$ cat src/rtl/tmds_pkg.sv
// Shared TMDS definitions: control-token constants, alignment FSM states and
// the control-token matcher used by the receive path.
package tmds_pkg;

  localparam logic [9:0] CTRL_TOKEN_00 = 10'b1101010100;
  localparam logic [9:0] CTRL_TOKEN_01 = 10'b0010101011;
  localparam logic [9:0] CTRL_TOKEN_10 = 10'b0101010100;
  localparam logic [9:0] CTRL_TOKEN_11 = 10'b1010101011;

  typedef enum logic [1:0] {
    SEARCH,
    SLIP,
    LOCKED
  } state_t;

  // Returns {is_ctrl, c1, c0}; only exact token matches count as control.
  function automatic logic [2:0] decode_ctrl(input logic [9:0] word);
    logic [2:0] result;
    case (word)
      CTRL_TOKEN_00: result = 3'b100;
      CTRL_TOKEN_01: result = 3'b101;
      CTRL_TOKEN_10: result = 3'b110;
      CTRL_TOKEN_11: result = 3'b111;
      default:       result = 3'b000;
    endcase
    return result;
  endfunction

endpackage

$ cat src/rtl/tmds_word_decode.sv
// Combinational decode of one 10-bit TMDS word into control and data fields.
module tmds_word_decode
  import tmds_pkg::*;
(
  input  logic [9:0] tmds,
  output logic       is_ctrl,
  output logic [1:0] ctrl,
  output logic [7:0] data
);

  logic [7:0] d;

  always_comb begin
    {is_ctrl, ctrl} = decode_ctrl(tmds);
    d = tmds[9] ? ~tmds[7:0] : tmds[7:0];
    data = '0;
    data[0] = d[0];
    // bit8 set means the transmitter used XOR chaining, clear means XNOR
    for (int unsigned i = 1; i < 8; i++) begin
      data[i] = tmds[8] ? (d[i] ^ d[i-1]) : ~(d[i] ^ d[i-1]);
    end
  end

endmodule

$ cat src/rtl/tmds_decoder.sv
// TMDS channel receiver: word alignment via bit-slip requests, lock tracking
// and a single registered output stage for decoded data/control.
module tmds_decoder
  import tmds_pkg::*;
#(
  parameter int unsigned CTRL_LOCK     = 16,
  parameter int unsigned SEARCH_WINDOW = 2048,
  parameter int unsigned SLIP_WAIT     = 8,
  parameter int unsigned LOSS_WINDOW   = 4096
) (
  input  logic       clk_in,
  input  logic       rst_in,
  input  logic [9:0] tmds_in,
  input  logic       valid_in,
  output logic [7:0] data_out,
  output logic [1:0] control_out,
  output logic       ve_out,
  output logic       valid_out,
  output logic       locked_out,
  output logic       bitslip_out
);

  localparam int unsigned GAP_MAX = (SEARCH_WINDOW > LOSS_WINDOW) ? SEARCH_WINDOW : LOSS_WINDOW;
  localparam int unsigned GAP_W   = $clog2(GAP_MAX) + 1;
  localparam int unsigned RUN_W   = $clog2(CTRL_LOCK + 1);
  localparam int unsigned SLIP_W  = $clog2(SLIP_WAIT + 1);

  state_t             state, state_n;
  logic [GAP_W-1:0]   gap_cnt, gap_n, gap_inc;
  logic [RUN_W-1:0]   run_cnt, run_n, run_inc;
  logic [SLIP_W-1:0]  slip_cnt, slip_n, slip_inc;
  logic               slip_req;
  logic               update;

  logic               is_ctrl;
  logic [1:0]         ctrl;
  logic [7:0]         data;

  tmds_word_decode u_word_decode (
    .tmds    (tmds_in),
    .is_ctrl (is_ctrl),
    .ctrl    (ctrl),
    .data    (data)
  );

  assign gap_inc  = (gap_cnt  == '1) ? gap_cnt  : gap_cnt  + GAP_W'(1);
  assign run_inc  = (run_cnt  == '1) ? run_cnt  : run_cnt  + RUN_W'(1);
  assign slip_inc = (slip_cnt == '1) ? slip_cnt : slip_cnt + SLIP_W'(1);

  always_comb begin
    state_n  = state;
    gap_n    = gap_cnt;
    run_n    = run_cnt;
    slip_n   = slip_cnt;
    slip_req = 1'b0;
    case (state)
      SEARCH: begin
        if (valid_in) begin
          if (is_ctrl) begin
            gap_n = '0;
            if (run_inc >= RUN_W'(CTRL_LOCK)) begin
              state_n = LOCKED;
              run_n   = '0;
            end else begin
              run_n = run_inc;
            end
          end else begin
            run_n = '0;
            if (gap_inc >= GAP_W'(SEARCH_WINDOW)) begin
              state_n  = SLIP;
              gap_n    = '0;
              slip_n   = '0;
              slip_req = 1'b1;
            end else begin
              gap_n = gap_inc;
            end
          end
        end
      end
      SLIP: begin
        run_n = '0;
        gap_n = '0;
        if (slip_cnt >= SLIP_W'(SLIP_WAIT - 1)) begin
          state_n = SEARCH;
          slip_n  = '0;
        end else begin
          slip_n = slip_inc;
        end
      end
      LOCKED: begin
        // A token clears the gap first, so it always beats lock loss
        if (valid_in) begin
          if (is_ctrl) begin
            gap_n = '0;
          end else if (gap_inc >= GAP_W'(LOSS_WINDOW)) begin
            state_n = SEARCH;
            gap_n   = '0;
            run_n   = '0;
          end else begin
            gap_n = gap_inc;
          end
        end
      end
      default: begin
        state_n = SEARCH;
        gap_n   = '0;
        run_n   = '0;
        slip_n  = '0;
      end
    endcase
  end

  // Gate on the next state so the lock-completing token is itself emitted
  assign update = valid_in && (state_n == LOCKED);

  always_ff @(posedge clk_in or negedge rst_in) begin
    if (!rst_in) begin
      state       <= SEARCH;
      gap_cnt     <= '0;
      run_cnt     <= '0;
      slip_cnt    <= '0;
      bitslip_out <= 1'b0;
      valid_out   <= 1'b0;
      data_out    <= '0;
      control_out <= '0;
      ve_out      <= 1'b0;
    end else begin
      state       <= state_n;
      gap_cnt     <= gap_n;
      run_cnt     <= run_n;
      slip_cnt    <= slip_n;
      bitslip_out <= slip_req;
      valid_out   <= update;
      if (update) begin
        if (is_ctrl) begin
          ve_out      <= 1'b0;
          control_out <= ctrl;
        end else begin
          ve_out   <= 1'b1;
          data_out <= data;
        end
      end
    end
  end

  assign locked_out = (state == LOCKED);

endmodule

$ cat config.mk
export PLATFORM = sky130hd
export DESIGN_NAME = tmds_decoder
export DESIGN_NICKNAME = d
export VERILOG_FILES = /design/src/rtl/tmds_pkg.sv /design/src/rtl/tmds_word_decode.sv /design/src/rtl/tmds_decoder.sv
export SDC_FILE = /design/constraint.sdc
export NUM_CORES = 1
export LEC_CHECK = 0
export ABC_CLOCK_PERIOD_IN_PS = 3800
export BUFFER_PORTS_ARGS = -buffer_cell sky130_fd_sc_hd__buf_2
export CAP_MARGIN = 20
export CORE_ASPECT_RATIO = 0.5
export CORE_UTILIZATION = 40
export DETAILED_ROUTE_END_ITERATION = 7
export SYNTH_ARGS = -nofsm -noshare
export SYNTH_HDL_FRONTEND = slang
export SYNTH_SLANG_ARGS = --single-unit
$ cat constraint.sdc
create_clock -name clk_in -period 3.8 [get_ports clk_in]
set_input_delay 0.38 -clock clk_in [delete_from_list [all_inputs] [get_ports clk_in]]
set_output_delay 0.38 -clock clk_in [all_outputs]
set_load 0.03 [all_outputs]
Word level (Yosys, flattened, before mapping):

Cells that the tools add are included.

* latch bits: 0
* input port bits: 13
* ROM bits: 0
* output and inout port bits: 14
* bits in writable memories: 0
* memories: 0
* bits in registers: 37

* equality and inequality tests: 17
* multipliers: 0
* $add $sub $neg: 3
* $lt $le $gt $ge: 4
* div/mod/pow operators: 0
* shift-type cells: 0
* muxes and demuxes: 45
* reductions and logical operators: 7
* bitwise gates (word level): 17

Operators by type and width (count)
* two-way mux 13 bit: 7
* two-way mux 5 bit: 7
* case mux 13 bit (2 select lines): 1
* == test 10 bit, second input constant: 2
* two-way mux 4 bit: 5
* two-way mux 2 bit: 8
* adder 13 x 1 -> 13 bit, second input constant: 1
* == test 13 bit, second input constant: 1
* >= comparator 13 x 12 -> 1 bit, second input constant: 1
* >= comparator 13 bit, second input constant: 1
* two-way mux 1 bit: 12
* case mux 3 bit (4 select lines): 1
* case mux 4 bit (3 select lines): 1
* == test 10 x 8 -> 1 bit, second input constant: 1
* == test 10 x 9 -> 1 bit, second input constant: 1
* inequality test 2 bit, second input constant: 5
* case mux 5 bit (2 select lines): 1
* inverter 1 bit: 9
* two-way mux 8 bit: 1
* inverter 8 bit: 1
* bitwise XOR 1 bit: 7
* case mux 2 bit (3 select lines): 1
* AND reduction 2 bit: 3
* adder 5 x 1 -> 5 bit, second input constant: 1
* other kinds (13): 14

Logic depth before layout (Yosys ltp):

* word-level depth: 10
* mapped depth: 6

Hierarchy:

A second synthesis with hierarchy kept.

* cell total of the unflattened synthesis: 197
* area total of the unflattened synthesis: 2083.2 µm²

By module, submodules not included
* tmds_decoder: times used 1, cells an instance 173, area each 1866.8 µm², sequential area each 925.9 µm²
* tmds_word_decode: times used 1, cells an instance 24, area each 216.5 µm², sequential area each 0.0 µm²

Worst setup path before layout:

OpenSTA, ideal clock, no wires.

* kind: flip-flop to flip-flop
* start: register gap_cnt[0]
* end: register data_out[0]
* stages on the path, launching flop included: 7
* path slack: 1.548 ns
* clock period less this slack: 2.252 ns
* arrival time: 2.124 ns
* cell sequence: dfrtp_1 ha_1 nand3_1 nor4_2 or4_1 nor2_1 mux2_1

* longest elaborated chain between the ends: 10
* elaborated cells between the ends (all ways): 15

RTL lines
* start, declared: RTL line tmds_decoder.sv:29 `logic [GAP_W-1:0] gap_cnt, gap_n, gap_inc;`
* start signal, assigned: RTL line tmds_decoder.sv:129 `gap_cnt <= gap_n;`
* adder 13 x 1 -> 13 bit or == test 13 bit (tied branches): RTL line tmds_decoder.sv:46 `assign gap_inc = (gap_cnt == '1) ? gap_cnt : gap_cnt + GAP_W'(1);`
* two-way mux 13 bit (*): RTL line tmds_decoder.sv:46
* >= comparator 13 bit or >= comparator 13 x 12 -> 1 bit (tied branches): RTL line tmds_decoder.sv:95, tmds_decoder.sv:69
* two-way mux 2 bit, on equally long branches: RTL line tmds_decoder.sv:95, tmds_decoder.sv:69
* two-way mux 2 bit, on equally long branches: RTL line tmds_decoder.sv:93, tmds_decoder.sv:59
* two-way mux 2 bit, on equally long branches: RTL line tmds_decoder.sv:92, tmds_decoder.sv:58
* case mux 2 bit (3 select lines) (*): RTL line tmds_decoder.sv:56 `case (state)`
* == test 2 bit (*): RTL line tmds_decoder.sv:114 `assign update = valid_in && (state_n == LOCKED);`
* logical AND 1 bit (*): RTL line tmds_decoder.sv:114
* AND reduction 2 bit (no line) (*)
* end signal, assigned: RTL line tmds_decoder.sv:140 `data_out <= data;`
* end, declared: RTL line tmds_decoder.sv:15 `output logic [7:0] data_out,`

Every way passes the cells marked *; elsewhere a longest branch is shown, timed or not.
A chain may end at the register's enable or synchronous reset.

Worst setup path in the final report:

* start: register gap_cnt[0]
* end: register data_out[5]

Same word-level chain as after synthesis.

==> flow_metrics.py <==
metrics = {
    "timing": {
        "fin_crit_sh": 0.6828,
        "drv_slew": 0,
        "tightestPinTransition_ps": 918.0,
        "fin_tns_setup_ps": 0,
        "layout_setup_ws_ps": 1205,
        "max_slew_margin": 0.3864,
        "finClkSkew_ps": 7.513,
        "fmax_mhz": 385.4,
        "fin_crit_ps": 2595,
        "rsz0062_at_grt": "no",
        "hold_violations": 0,
        "finalSetupViolations": 0,
    },
    "worst_setup_path": {
        "required_ps": 3970,
        "r2r_setup_slack_ps": 1210,
        "startpoint": "gap_cnt[0]",
        "path_max_fanout": 9,
        "end_kind": "flop",
        "crit_path_start_kind": "flop",
        "worst-endpoint-arrival_ps": 2760,
        "worstSetupPathType": "reg2reg",
        "r2r_start": "gap_cnt[0]",
    },
    "detailed_routing": {
        "vias": 1800,
        "drt_iter0_markers": 146,
        "wire_per_inst_um": 14.71,
        "detail-route-antenna-nets": 0,
        "drc": 0,
        "firstDrtPassIters": 4,
        "wirelength_um": 4662,
        "viasPerCell": 5.678,
    },
    "clocking": {
        "cts_tree": "done",
        "htreeDepth": 2,
        "clock-sinks": 37,
        "postCtsSetupBuffers": 0,
        "cts-root-buf": "clkbuf_8",
        "cts_inserted_buffers": 5,
        "cts_hold_buf": 0,
        "clockBufferDepth": 2,
        "insertion_delay_ps": 280,
        "clkTransAtPathRegs_ps": 80,
        "post_cts_resized": 0,
    },
    "pwr": {
        "p_leak_nw": 1.027,
        "powerDensity_nw_per_um2": 351.4,
        "comb_power_share": 0.142,
        "switchingPower_mw": 0.2372,
        "vdd.ir_drop.worst_mv": 0.1943,
        "power.total_mw": 0.8464,
        "clkPwrFrac": 0.331,
        "power_frac_seq": 0.527,
        "intPower_mw": 0.6092,
        "sw_frac_of_total": 0.2802,
    },
    "floorplanning": {
        "ioPinCount": 27,
        "dieArea_um2": 5605,
        "die_height_um": 53.44,
        "core_area_um2": 5000,
        "die_w_um": 104.9,
        "start_util": 0.4234,
        "core.rowCount": 18,
    },
    "global_routing": {
        "grt_max_degree": 38,
        "grt_use_total": 0.1804,
        "antenna_found_initial": 0,
        "grt_pass1_vias": 1601,
        "grt_overflow_total": 0,
        "grt_pass1_wl_um": 7686,
    },
    "yosys": {
        "synth_cell_types": 51,
        "syn_inst": 218,
        "ys_warn_count": 0,
        "synthTopCellsByArea": "dfrtp_1 (44%), mux2_1 (4.8%), nand2_1 (3.4%)",
        "synth.avg_cell_area_um2": 9.711,
        "synth_area_um2": 2117,
        "synthArstFlopShare": 1.000,
        "synth_ff_type": "dfrtp_1",
        "ys_ff_latch": 37,
        "postSynthNetCount": 234,
        "synth_edf_count": 0,
        "synth_top_area_share": 0.4374,
        "seq_area_frac_synth": 0.4374,
        "synth_top_area_cell": "dfrtp_1",
    },
    "finish": {
        "layout_common_cells": "dfrtp_1 (37), buf_2 (26), nand2_1 (19)",
        "syn2layout_area_growth_pct": 13.77,
        "mostFrequentLayoutCell": "dfrtp_1",
        "fin_util": 0.4817,
        "insertedDiodeCount": 0,
        "final_nets": 263,
        "drive_above_1_share": 0.1579,
    },
    "place": {
        "dp_hpwl_um": 3419,
        "io_buffers": 26,
        "pre_cts_ws_ps": 1239,
        "gp_congestion": 0.7863,
    },
    "status": {
        "status": "finished, final reports clean",
    },
    "min_path": {
        "hp-class": "in2async",
    },
    "job": {
        "maxCapViolCount": 0,
    },
}
[cell type report]
type	instances	area, µm²
Inverter	11	41.29
Timing Repair Buffer	27	137.6
Fill cell	501	2591
Sequential cell	37	925.9
Multi-Input combinational cell	165	1130
Clock buffer	7	86.33
Tap cell	70	87.58
[power groups by stage]
stage | clock network (mW) | logic, mW | registers (mW)
6_report | 0.280 | 0.120 | 0.446
5_1_grt | 0.303 | 0.133 | 0.450
3_3_place_gp | 0 | 0.120 | 0.451
2_1_floorplan | 0 | 0.0616 | 0.465
4_1_cts | 0.288 | 0.122 | 0.445
3_5_place_dp | 0 | 0.122 | 0.452
[logic make-up after synthesis]
logic type | share of synthesized area
adder cells (fa/ha/maj) | 0.01773
XOR/XNOR | 0.05378
AO/OA/AOI/OAI | 0.1738
buffers and inverters | 0.02896
flip-flops | 0.4374
multiplexers | 0.05260
AND/OR/NAND/NOR | 0.2358
[critical path, stage by stage, from the launching register on]
cell     delay (ps)
dfrtp_1         430
ha_1            280
nand3_1         210
nor4_2          110
or4_1           460
nor2_1          610
mux2_1          380
[routing by layer]
metal / wire length, µm / part of all wire / track usage / vias up
met5: 0 / 0 / 0 / -
met4: 10 / 0.0021 / 0.03991 / 0
met3: 327 / 0.070 / 0.04803 / 2
met2: 1906 / 0.41 / 0.2715 / 64
met1: 2419 / 0.52 / 0.2579 / 865
li1: - / - / - / 869
[path summary, 6_finish.rpt]
path                               end  cells past startpoint
max                        data_out[5]                      6
min                        slip_cnt[1]                      1
max reg2reg                data_out[5]                      6
min reg2reg                data_out[0]                      1
max in group asynchronous  data_out[5]                      1
min in group clk_in        gap_cnt[12]                      2
[synthesized netlist by cell type (all sizes together), types with 4 or more instances]
cell,count
a21oi,5
a22oi,4
and3,4
clkbuf,4
dfrtp,37
inv,11
mux2,9
nand2,19
nand2b,9
nand3,11
nand4,6
nor2,16
nor3,4
nor4,5
o211ai,4
o21ai,10
o22ai,5
o31ai,4
or4,5
xnor2,8
xor2,5
[through the flow]
step | instances | hold WS (ps) | instance area (µm²)
floorplan | 218 | 84.41 | 2117
CTS | 317 | 233.0 | 2409
global placement | 310 | 461.6 | 2322
finish | 317 | 198.9 | 2409
global route | 317 | 258.9 | 2409
detailed placement | 310 | 475.1 | 2322
[flip-flops by register name, indices dropped and copies added, names as in the netlist]
register	flops
valid_out	1
control_out	2
ve_out	1
state	2
data_out	8
slip_cnt	4
run_cnt	5
bitslip_out	1
gap_cnt	13
Note: power is estimated with default switching activity, not from simulation.
